==> src/rtl/muldiv_unit_if.sv <==
// Operand, request and HI/LO result bundle shared by the execute-stage
// controller (master) and the multiply/divide unit (slave).
interface muldiv_unit_if #(
  parameter int WIDTH = 32
);
  logic [WIDTH-1:0] a;
  logic [WIDTH-1:0] b;
  logic             start;
  logic [1:0]       op;
  logic             busy;
  logic             done;
  logic [WIDTH-1:0] hi;
  logic [WIDTH-1:0] lo;

  modport master (
    output a, b, start, op,
    input  busy, done, hi, lo
  );

  modport slave (
    input  a, b, start, op,
    output busy, done, hi, lo
  );
endinterface

==> src/rtl/muldiv_unit.sv <==
// Iterative unsigned MULTU/DIVU unit with HI/LO registers; one shift-add or
// restoring-divide step per cycle, WIDTH cycles per operation.
module muldiv_unit #(
  parameter int WIDTH = 32
) (
  input logic           clk,
  input logic           reset,
  muldiv_unit_if.slave  bus
);
  localparam int CW = $clog2(WIDTH + 1);

  typedef enum logic {
    IDLE,
    RUN
  } state_t;

  state_t           state, state_n;
  logic [CW-1:0]    count, count_n;
  logic [WIDTH-1:0] a_q, a_n;
  logic [WIDTH-1:0] b_q, b_n;
  logic             is_div, is_div_n;
  logic [WIDTH-1:0] acc_hi, acc_hi_n;
  logic [WIDTH-1:0] acc_lo, acc_lo_n;
  logic [WIDTH-1:0] hi_q, hi_n;
  logic [WIDTH-1:0] lo_q, lo_n;
  logic             done_q, done_n;

  logic [WIDTH:0]   mul_sum;
  logic [WIDTH:0]   div_rem;
  logic [WIDTH:0]   div_diff;
  logic [WIDTH-1:0] step_hi;
  logic [WIDTH-1:0] step_lo;

  // One iteration of either algorithm; acc_hi/acc_lo hold {P_hi,P_lo} or {R,Q}.
  always_comb begin
    mul_sum  = acc_lo[0] ? ({1'b0, acc_hi} + {1'b0, a_q}) : {1'b0, acc_hi};
    div_rem  = {acc_hi, acc_lo[WIDTH-1]};
    div_diff = div_rem - {1'b0, b_q};
    step_hi  = '0;
    step_lo  = '0;
    if (is_div) begin
      if (!div_diff[WIDTH]) begin
        step_hi = div_diff[WIDTH-1:0];
        step_lo = {acc_lo[WIDTH-2:0], 1'b1};
      end else begin
        step_hi = div_rem[WIDTH-1:0];
        step_lo = {acc_lo[WIDTH-2:0], 1'b0};
      end
    end else begin
      step_hi = mul_sum[WIDTH:1];
      step_lo = {mul_sum[0], acc_lo[WIDTH-1:1]};
    end
  end

  always_comb begin
    state_n  = state;
    count_n  = count;
    a_n      = a_q;
    b_n      = b_q;
    is_div_n = is_div;
    acc_hi_n = acc_hi;
    acc_lo_n = acc_lo;
    hi_n     = hi_q;
    lo_n     = lo_q;
    done_n   = 1'b0;
    case (state)
      IDLE: begin
        if (bus.start) begin
          case (bus.op)
            2'b00, 2'b01: begin
              a_n      = bus.a;
              b_n      = bus.b;
              is_div_n = bus.op[0];
              acc_hi_n = '0;
              acc_lo_n = bus.op[0] ? bus.a : bus.b;
              count_n  = CW'(WIDTH);
              state_n  = RUN;
            end
            2'b10:   hi_n = bus.a;
            default: lo_n = bus.a;
          endcase
        end
      end
      RUN: begin
        // Requests arriving here are dropped; HI/LO change only on the final step.
        acc_hi_n = step_hi;
        acc_lo_n = step_lo;
        if (count != '0) begin
          count_n = count - CW'(1);
        end
        if (count == CW'(1)) begin
          hi_n    = step_hi;
          lo_n    = step_lo;
          done_n  = 1'b1;
          state_n = IDLE;
        end
      end
      default: state_n = IDLE;
    endcase
  end

  always_ff @(posedge clk) begin
    if (reset) begin
      state  <= IDLE;
      count  <= '0;
      a_q    <= '0;
      b_q    <= '0;
      is_div <= 1'b0;
      acc_hi <= '0;
      acc_lo <= '0;
      hi_q   <= '0;
      lo_q   <= '0;
      done_q <= 1'b0;
    end else begin
      state  <= state_n;
      count  <= count_n;
      a_q    <= a_n;
      b_q    <= b_n;
      is_div <= is_div_n;
      acc_hi <= acc_hi_n;
      acc_lo <= acc_lo_n;
      hi_q   <= hi_n;
      lo_q   <= lo_n;
      done_q <= done_n;
    end
  end

  assign bus.busy = (state == RUN);
  assign bus.done = done_q;
  assign bus.hi   = hi_q;
  assign bus.lo   = lo_q;
endmodule

==> src/flat_wrapper.sv <==
// flat-port wrapper written by rule: the top's interface ports become plain ports
module muldiv_unit_flat 
#(
  parameter int WIDTH = 32
)
  (clk, reset, bus_a, bus_b, bus_start, bus_op, bus_busy, bus_done, bus_hi, bus_lo);
  muldiv_unit_if #(.WIDTH(WIDTH)) bus_i ();
  input logic clk;
  input logic reset;
  input wire logic [$bits(bus_i.a)-1:0] bus_a;
  input wire logic [$bits(bus_i.b)-1:0] bus_b;
  input wire logic [$bits(bus_i.start)-1:0] bus_start;
  input wire logic [$bits(bus_i.op)-1:0] bus_op;
  output wire logic [$bits(bus_i.busy)-1:0] bus_busy;
  output wire logic [$bits(bus_i.done)-1:0] bus_done;
  output wire logic [$bits(bus_i.hi)-1:0] bus_hi;
  output wire logic [$bits(bus_i.lo)-1:0] bus_lo;
  assign bus_i.a = bus_a;
  assign bus_i.b = bus_b;
  assign bus_i.start = bus_start;
  assign bus_i.op = bus_op;
  assign bus_busy = bus_i.busy;
  assign bus_done = bus_i.done;
  assign bus_hi = bus_i.hi;
  assign bus_lo = bus_i.lo;
  muldiv_unit #(.WIDTH(WIDTH)) u_core (.clk(clk), .reset(reset), .bus(bus_i));
endmodule
==> config.mk <==
export PLATFORM = sky130hd
export DESIGN_NAME = muldiv_unit_flat
export DESIGN_NICKNAME = d
export VERILOG_FILES = /design/src/rtl/muldiv_unit_if.sv /design/src/rtl/muldiv_unit.sv /design/src/flat_wrapper.sv
export SDC_FILE = /design/constraint.sdc
export NUM_CORES = 1
export LEC_CHECK = 0
export BUFFER_PORTS_ARGS = -buffer_cell sky130_fd_sc_hd__clkbuf_2
export CAP_MARGIN = 20
export CELL_PAD_IN_SITES_DETAIL_PLACEMENT = 1
export CELL_PAD_IN_SITES_GLOBAL_PLACEMENT = 2
export CORE_MARGIN = 3
export CORE_UTILIZATION = 31
export DETAILED_ROUTE_END_ITERATION = 6
export PLACE_DENSITY_LB_ADDON = 0.1
export SYNTH_ARGS = -nofsm -noshare
export SYNTH_HDL_FRONTEND = slang
export SYNTH_SLANG_ARGS = --single-unit
==> constraint.sdc <==
create_clock -name clk -period 3.25 [get_ports clk]
set_input_delay 0 -clock clk [delete_from_list [all_inputs] [get_ports clk]]
set_output_delay 0 -clock clk [all_outputs]
set_load 0.02 [all_outputs]
==> flow_summary.ini, run 1 <==
[critical_path]
worstPathArrival_ns = 3.73
end_kind = flip-flop
worstPathCellList = inv_2 > ha_4 > fa_2 > nand2b_4 > a211oi_4 > o2111a_2 > o21ai_2 > a22oi_4 > buf_6 > xor2_4 > buf_4 > nand2_2 > buf_4 > o221ai_2 > a21o_1 > a311oi_1
critPathLaunchType = flip-flop
worstSetupPathType = flip-flop to flip-flop
cp_top_family = compound AO/OA/AOI/OAI gates
critPathMostFrequentCell = buf_4
r2r_start = u_core.acc_lo[31]$_SDFFE_PP0P_
max_stage_delay_ns = 0.34
reg2reg_slack_ns = -0.10
crit_start = u_core.acc_lo[31]$_SDFFE_PP0P_
slowest_stage = dfxtp_2
cp.required_ns = 3.63
cp_num_buf_inv = 4
path_max_fanout = 4
reg2reg_to = u_core.bus.hi[27]$_SDFFE_PP0P_
reg2reg_depth = 16

[timing]
worst_slack_ns = -0.104
max_freq_mhz = 298
max_slew.worst_pin.slew_ns = 1.01
rsz0062_at_grt = true
slew_viol_final = 0
setup_viol = 28
fin_crit_sh_pct = 103
final-hold-violation-count = 0
finalClockSkew_ns = 0.0149
min_period_ns = 3.35
relSlewSlack_pct = 32.6

[clock_tree]
h-tree-depth = 1
clock_latency_ns = 0.54
numCtsBuffers = 25
cts_tree = yes
cts_sinks = 201
clk_pin_slew_ns = 0.06
cts-root-buf = clkbuf_16
cts.path.max_buffers = 3

[global_routing]
grt_overflow = 0
grt_pass1_wl_um = 86200
grt_max_degree = 192
grt_usage_pct = 25.3
grt_pass1_vias = 13900
antenna_found_initial = 1

[hold_path]
min_to = u_core.acc_hi[14]$_SDFFE_PP0P_
hp-class = primary input to flip-flop
hold_depth = 4
hp-start = bus_start

[logic_synthesis]
ys_top_cells_by_count = nand2_1 (340), a21oi_1 (257), dfxtp_1 (201), nor2_1 (134), clkbuf_1 (83)
synth_top_area_share_pct = 31.6
yosysTopAreaCell = dfxtp_1
synth_nets = 1836
synth_area_leaders = dfxtp_1 (32%), a21oi_1 (10%), nand2_1 (10%)
async_reset_ff_share_pct = 0
syn_inst = 1699
synth_most_common_cell = nand2_1
syn_area_per_cell_um2 = 7.50
synth_cell_types = 74
synth_sequential_area_ratio_pct = 31.6
netlist_area_mm2 = 0.0127
ys_ff_latch = 201
synth_edf_count = 0
synth_top_flop_cell = dfxtp_1
yosys_warnings = 0

[power]
finalPower_mw = 8.36
power_density_mw_per_mm2 = 479
ir_drop_v = 0.000357
leakage_nw = 7.18

[run]
cap_violations = 0

[detailed_routing]
drtIter0Drc = 1019
drtAntennaViolNets = 0
drt_pass1_iterations = 5
totalWireLength_um = 57800
route.vias.total = 13900
wl_per_cell_um = 22.8
drc = 0
via_per_inst = 5.47

[finish]
syn2layout_area_growth_pct = 37.0
diodes = 0
final_cells = 2538
n_fill_cell = 4886
nNetsFinal = 2132
regArea_mm2 = 0.00405
multi_input_area_mm2 = 0.00867
drive_gt1_share_pct = 26.2
final_util_pct = 43.4

[placement]
placed_cells_incl_taps = 2402
pre_cts_ws_ns = -0.220
port_buffers = 134
gp_congestion = 0.893
hpwl_um = 42400

[die]
dieArea_mm2 = 0.0436
die_x_um = 209
rows = 73
die_h_um = 209
initial_core_util_pct = 31.7
core_area_mm2 = 0.0402
io_pins = 135

[outcome]
violations = negative setup slack
status = finished with violations
## worst register-to-register path: cells and delay by family, from the launching register on
family,cells,cell delay (ns)
compound gates,7,1.38
buf+inv,4,0.53
fa+ha+maj,2,0.50
flops,1,0.34
simple gates,2,0.23
xor+xnor,1,0.23
## cell type report
type | count | area share, %
clock buffer | 38 | 4.38
sequential | 201 | 23.2
multi-input combinational | 1323 | 49.7
tap | 525 | 3.76
inverter | 57 | 1.23
clock inverter | 7 | 0.796
timing repair buffer | 387 | 17.0
## routing by layer
layer,share of wire [%],routed length [um],GRT usage (%)
met1,52,29900,40.2
met3,5.1,2950,2.82
met2,42,24000,36.9
met5,0,0,0
met4,1.6,934,4.27
## power breakdown
| group | internal (mW) | switching [mW] | total [mW] |
|---|---|---|---|
| clock | 1.93 | 1.14 | 3.07 |
| combinational | 1.10 | 1.47 | 2.57 |
| sequential | 2.60 | 0.125 | 2.72 |
## flip-flops by register name, indices dropped and copies added, names as in the netlist, 6 cells and up
register / count
u_core.a_q: 32
u_core.acc_hi: 32
u_core.acc_lo: 32
u_core.b_q: 32
u_core.bus.hi: 32
u_core.bus.lo: 32
u_core.count: 6
## stage by stage
stage | hold slack [ns] | TNS, ns | cell area, um^2
floorplan | 0.136 | 0 | 12700
global placement | 0.248 | -3.51 | 14900
detailed placement | 0.253 | -6.26 | 14900
CTS | 0.168 | -2.39 | 16900
global route | 0.207 | -5.80 | 17500
finish | 0.187 | -1.32 | 17500
## worst max-delay path by stage
stage | to | depth (start not counted)
after floorplan | u_core.bus.hi[22]$_SDFFE_PP0P_ | 14
after global placement | u_core.bus.hi[25]$_SDFFE_PP0P_ | 14
after detailed placement | u_core.bus.hi[20]$_SDFFE_PP0P_ | 16
after CTS | u_core.bus.hi[5]$_SDFFE_PP0P_ | 15
after global routing | u_core.bus.hi[20]$_SDFFE_PP0P_ | 13
final | u_core.bus.hi[27]$_SDFFE_PP0P_ | 16
## cell families (layout without fill, tap and decap cells)
family          Yosys count  count (layout)  share of synthesized area, %
compound gates          529             529                          26.2
xor+xnor                 58              58                          4.28
fa+ha+maj                68              68                          6.80
buf+inv                 175             489                          5.58
flops                   201             201                          31.6
mux                      75              75                          6.21
simple gates            593             593                          19.3
## cell usage in the layout, fill, tap and decap left out, types with 12 or more instances in the layout
cell type,synthesis,routed
o211ai_1,44,44
nand3_1,32,30
a21oi_2,4,14
ha_1,66,55
mux2_2,32,32
nor2b_1,15,13
a31oi_1,20,15
a21oi_1,257,247
mux2i_1,43,42
o21ai_2,2,12
xnor2_1,30,29
nor3_1,22,22
buf_4,5,158
inv_1,57,54
nor2_1,134,125
a311oi_1,27,23
o21ai_0,54,41
dlygate4sd3_1,0,65
a21o_1,14,14
nand2_1,340,320
xor2_1,26,26
clkbuf_2,0,133
buf_6,3,18
clkbuf_16,0,26
dfxtp_1,201,190
a211oi_1,20,18
## timing repair
action	in CTS	in global routing
endpoints found under the setup margin	64	66
endpoints found under the hold margin	139	0
setup buffers	17	11
cloned	2	1
gates resized for setup	73	104
pin swaps	39	52
hold buffers	65	0
Note: power is estimated with default switching activity, not from simulation.
==> run 2, diff against run 1 <==
Settings changed: CELL_PAD_IN_SITES_DETAIL_PLACEMENT 1 to not set, CELL_PAD_IN_SITES_GLOBAL_PLACEMENT 2 to not set, CORE_UTILIZATION 31 to 54, PLACE_DENSITY set to 0.77, PLACE_DENSITY_LB_ADDON 0.1 to not set.
==> run 2 against run 1 <==
  * The run still ends with negative setup slack left
  * Count of clock-buffer cells in the layout down 11
  * Non-clock buffer count fell by 66
  * Cell area is 7.2% lower
  * Clock skew grew 0.0090 ns
  * Sequential share of layout area increased by 1.7 points
  * Clock power decreased by 8.8%
  * Setup slack worse by 0.076 ns
  * Combinational power fell by 16%
  * Die area down 42%
  * Fmax down 2.2%
  * Global-route usage grew 9.5 points
  * Sequential power about the same
  * Critical path type unchanged
  * Critical endpoint is now u_core.bus.hi[3]$_SDFFE_PP0P_
==> flow_summary.ini, run 2 (synthesis results as in run 1) <==
[clock_tree]
clk_pin_slew_ns = 0.07
cts_sinks = 201
numCtsBuffers = 22
h-tree-depth = 1
clock_latency_ns = 0.52
cts-root-buf = clkbuf_16
cts_tree = yes
cts.path.max_buffers = 3

[critical_path]
r2r_start = u_core.acc_lo[31]$_SDFFE_PP0P_
reg2reg_depth = 13
end_kind = flip-flop
path_max_fanout = 10
worstSetupEndpoint = u_core.bus.hi[3]$_SDFFE_PP0P_
critPathLaunchType = flip-flop
reg2reg_slack_ns = -0.18
worstPathArrival_ns = 3.84
cp.required_ns = 3.66
reg2reg_to = u_core.bus.hi[3]$_SDFFE_PP0P_
worstSetupPathType = flip-flop to flip-flop
crit_start = u_core.acc_lo[31]$_SDFFE_PP0P_

[detailed_routing]
totalWireLength_um = 47700
drtAntennaViolNets = 0
drt-met1-wl_um = 18900
top_layer_used = met4
wl_met2_um = 20700
via_per_inst = 6.35
drt_pass1_iterations = 7
drc = 0
route.vias.total = 14300
met3_length_um = 6280
wl_per_cell_um = 21.1
drtIter0Drc = 2096

[timing]
hold_ws_ns = 0.125
setup_viol = 16
worst_slack_ns = -0.180
finalClockSkew_ns = 0.0239
max_freq_mhz = 292
rsz0062_at_grt = true
final-hold-violation-count = 0
min_period_ns = 3.43
slew_viol_final = 0
relSlewSlack_pct = 43.6
fin_crit_sh_pct = 106
max_slew.worst_pin.slew_ns = 0.846
tns_ns = -0.596

[finish]
final_common_cell = nand2_1
diodes = 0
final_cell_mix = nand2_1 (334), a21oi_1 (248), dfxtp_1 (193)
drive_gt1_share_pct = 20.9
nNetsFinal = 2063
syn2layout_area_growth_pct = 27.1

[power]
ir_drop_v = 0.000465
leakage_nw = 6.73
finalPower_mw = 7.68
power_density_mw_per_mm2 = 474

[placement]
pre_cts_ws_ns = -0.207
hpwl_um = 31500
port_buffers = 134
gp_congestion = 0.978

[global_routing]
grt_usage_pct = 34.8
grt_overflow = 0
antenna_found_initial = 0
grt_pass1_wl_um = 72800
grt_pass1_vias = 13400
grt_max_degree = 105

[outcome]
violations = negative setup slack
status = finished with violations

[die]
rows = 55
core_area_mm2 = 0.0229
die_x_um = 160
dieArea_mm2 = 0.0255
initial_core_util_pct = 55.6
die_h_um = 160
io_pins = 135

[run]
cap_violations = 0

[hold_path]
hp-class = primary input to flip-flop
-- run 2: final cells by class --
class	count	area (um^2)
multi-input cells	1323	8340
inverters	57	214
repair buffers	321	2410
flip-flops and latches	201	4040
clock buffers	27	632
clock inverters	13	169
well taps	313	392
fillers	1707	6720
-- run 2: how the worst min path moves through the flow --
stage,slack (ns),cells after the start,to,start
after floorplan,0.14,2,u_core.b_q[10]$_SDFFE_PP0P_,bus_b[10]
after global placement,0.24,3,u_core.b_q[7]$_SDFFE_PP0P_,bus_b[7]
after detailed placement,0.25,3,u_core.b_q[8]$_SDFFE_PP0P_,bus_b[8]
after CTS,0.11,4,u_core.acc_lo[31]$_SDFFE_PP0P_,bus_op[1]
after global routing,0.16,4,u_core.acc_lo[0]$_SDFFE_PP0P_,bus_op[1]
final,0.12,4,u_core.acc_lo[0]$_SDFFE_PP0P_,bus_op[1]
-- run 2: routing by layer --
layer | vias up | track usage [%]
met3 | 185 | 8.12
met2 | 1061 | 53.7
met4 | 0 | 10.4
met1 | 6606 | 48.4
li1 | 6459 | -
met5 | - | 0
-- run 2: timing repair --
action | 4_1_cts | 5_1_grt
endpoints found under the hold margin | 136 | 0
setup endpoints to repair | 59 | 62
pin swaps | 21 | 24
resized for setup | 27 | 57
hold buffers | 77 | 0
cloned | 0 | 2
setup buffers | 8 | 6
-- run 2: power breakdown --
| part | internal (mW) | switching (mW) |
|---|---|---|
| Combinational | 0.882 | 1.28 |
| Sequential | 2.60 | 0.125 |
| Clock | 1.70 | 1.10 |
-- run 2: worst max-delay path, stage by stage (launching register included) --
cell and delay, ns:
dfxtp_2 0.34, inv_2 0.05, ha_4 0.16, fa_2 0.33, nand2b_4 0.16, a211oi_4 0.28, o2111a_2 0.29, o21ai_4 0.07
a22oi_4 0.31, xnor2_4 0.21, buf_12 0.21, o311ai_4 0.36, o211ai_1 0.21, a311oi_1 0.33
-- run 2: metrics by stage --
| stage | instance area [um^2] | util, % | cells |
|---|---|---|---|
| floorplan | 12700 | - | 1699 |
| global placement | 14200 | 61.8 | 2123 |
| detailed placement | 14200 | 61.8 | 2123 |
| CTS | 15900 | 69.4 | 2248 |
| global route | 16200 | 70.7 | 2255 |
| finish | 16200 | 70.7 | 2255 |
==> run 3, diff against run 2 <==
Settings changed: CORE_UTILIZATION 54 to 55, PLACE_DENSITY 0.77 to 0.75.
Clock period 3.25 ns to 3.5 ns, I/O delays scaled along.
==> run 3 against run 2 <==
  * Clock skew decreased by 0.013 ns
  * Register-to-register slack improved by 0.27 ns
  * Cell area decreased by 5.0%
  * The flow now finishes without violations
  * Critical path type unchanged
  * Highest routed layer unchanged
==> flow_summary.ini, run 3 (synthesis results as in run 1) <==
[finish]
syn2layout_area_growth_pct = 20.8
diodes = 0
nNetsFinal = 2001
final_common_cell = nand2_1
n_fill_cell = 1828
final_util_pct = 67.8
drive_gt1_share_pct = 16.1
final_cell_mix = nand2_1 (339), a21oi_1 (256), dfxtp_1 (195)
final_cells = 2165
fin_area_mm2 = 0.0154

[power]
finalPower_mw = 6.77
intPower_mw = 4.59
switching_share_pct = 32.3
leakage_nw = 6.34
power.share.sequential_pct = 37.4
clock_power_share_pct = 36.0
power_density_mw_per_mm2 = 440
p_sw_mw = 2.19
combPwrFrac_pct = 26.6
ir_drop_v = 0.000457

[detailed_routing]
route.vias.total = 13700
drtAntennaViolNets = 0
via_per_inst = 6.31
drc = 0
drtIter0Drc = 1628
wl_per_cell_um = 20.8
drt_pass1_iterations = 5
totalWireLength_um = 45000

[clock_tree]
cts.path.max_buffers = 3
clock_latency_ns = 0.51
cts-root-buf = clkbuf_16
h-tree-depth = 1
numCtsBuffers = 23
cts_sinks = 201
cts_tree = yes
clk_pin_slew_ns = 0.06

[hold_path]
hp-class = primary input to flip-flop
hp-start = bus_op[1]

[global_routing]
grt_pass1_vias = 12500
antenna_found_initial = 0
grt_pass1_wl_um = 69300
grt_max_degree = 77
grt_overflow = 0
grt_usage_pct = 34.7

[placement]
pre_cts_ws_ns = 0.0253
port_buffers = 134
hpwl_um = 31600
gp_congestion = 0.984
placed_cells_incl_taps = 2041
placed_cell_area_mm2 = 0.0137

[critical_path]
crit_start = u_core.acc_lo[31]$_SDFFE_PP0P_
reg2reg_depth = 15
reg2reg_slack_ns = 0.09
end_kind = flip-flop
worstSetupEndpoint = u_core.bus.hi[27]$_SDFFE_PP0P_
r2r_start = u_core.acc_lo[31]$_SDFFE_PP0P_
path_max_fanout = 4
worstSetupPathType = flip-flop to flip-flop
worstPathArrival_ns = 3.75
critPathLaunchType = flip-flop
cp.required_ns = 3.85
reg2reg_to = u_core.bus.hi[27]$_SDFFE_PP0P_

[timing]
max_freq_mhz = 294
setup_viol = 0
relSlewSlack_pct = 40.9
final-hold-violation-count = 0
slew_viol_final = 0
finalClockSkew_ns = 0.0113
worst_slack_ns = 0.0938
tns_ns = 0
min_period_ns = 3.41
max_slew.worst_pin.slew_ns = 0.887
hold_ws_ns = 0.0437
fin_crit_sh_pct = 97.3

[outcome]
status = finished, final reports clean

[die]
core_area_mm2 = 0.0227
io_pins = 135
dieArea_mm2 = 0.0250
die_x_um = 158
initial_core_util_pct = 56.1
die_h_um = 158
rows = 55

[run]
cap_violations = 0
-- run 3: cell types whose count changed in the layout (fill, tap and decap cells not counted), sizes merged --
cell and delta:
buf -61, bufinv -2, clkbuf +6, clkinvlp +1, clkinv -4, dlygate4sd3 -2
-- run 3: routing by layer --
metal	vias up	routed length (um)	global-route usage (%)
li1	6354	-	-
met1	6352	19100	52.1
met2	867	19600	52.4
met3	83	5590	6.37
met4	0	799	6.47
met5	-	0	0
-- run 3: what timing repair did --
item | 4_1_cts | 5_1_grt
gates cloned | 0 | 2
hold buffers | 75 | 0
setup endpoints to repair | 1 | 40
setup buffers | 0 | 6
resized for setup | 1 | 23
endpoints found under the hold margin | 137 | 0
pin swaps | 0 | 8
-- run 3: critical path, cell delays in order (launching register included) --
cell      delay [ns]
dfxtp_1         0.33
inv_1           0.06
ha_1            0.22
fa_2            0.36
nand2b_4        0.17
a211oi_4        0.31
o2111a_2        0.27
o21ai_2         0.09
a22oi_4         0.21
buf_12          0.14
xnor2_4         0.17
nand2_1         0.23
o221ai_1        0.30
buf_4           0.15
a21o_1          0.13
a311oi_1        0.10
-- run 3: how the worst min path moves through the flow --
| stage | to | slack [ns] | cells past startpoint |
|---|---|---|---|
| final | u_core.acc_lo[31]$_SDFFE_PP0P_ | 0.04 | 4 |
| after floorplan | u_core.b_q[10]$_SDFFE_PP0P_ | 0.14 | 2 |
| after CTS | u_core.acc_lo[31]$_SDFFE_PP0P_ | 0.03 | 4 |
| after global routing | u_core.acc_lo[31]$_SDFFE_PP0P_ | 0.07 | 4 |
| after detailed placement | u_core.b_q[4]$_SDFFE_PP0P_ | 0.25 | 3 |
| after global placement | u_core.b_q[28]$_SDFFE_PP0P_ | 0.25 | 3 |
-- run 3: area by class of cell --
class / count / area (um^2) / share of cell area [%]
inverter: 57 / 214 / 1.39
multi-input combinational: 1323 / 8130 / 52.8
tap: 285 / 357 / 2.32
timing repair buffer: 258 / 1900 / 12.3
clock inverter: 8 / 98.8 / 0.642
clock buffer: 33 / 663 / 4.31
sequential: 201 / 4030 / 26.2
-- run 3: power by group through the flow --
stage	clock network [mW]	registers (mW)	logic, mW
2_1_floorplan	0	2.57	1.06
3_3_place_gp	0	2.57	1.55
3_5_place_dp	0	2.57	1.56
4_1_cts	2.46	2.53	1.64
5_1_grt	2.55	2.54	1.93
6_report	2.44	2.53	1.80
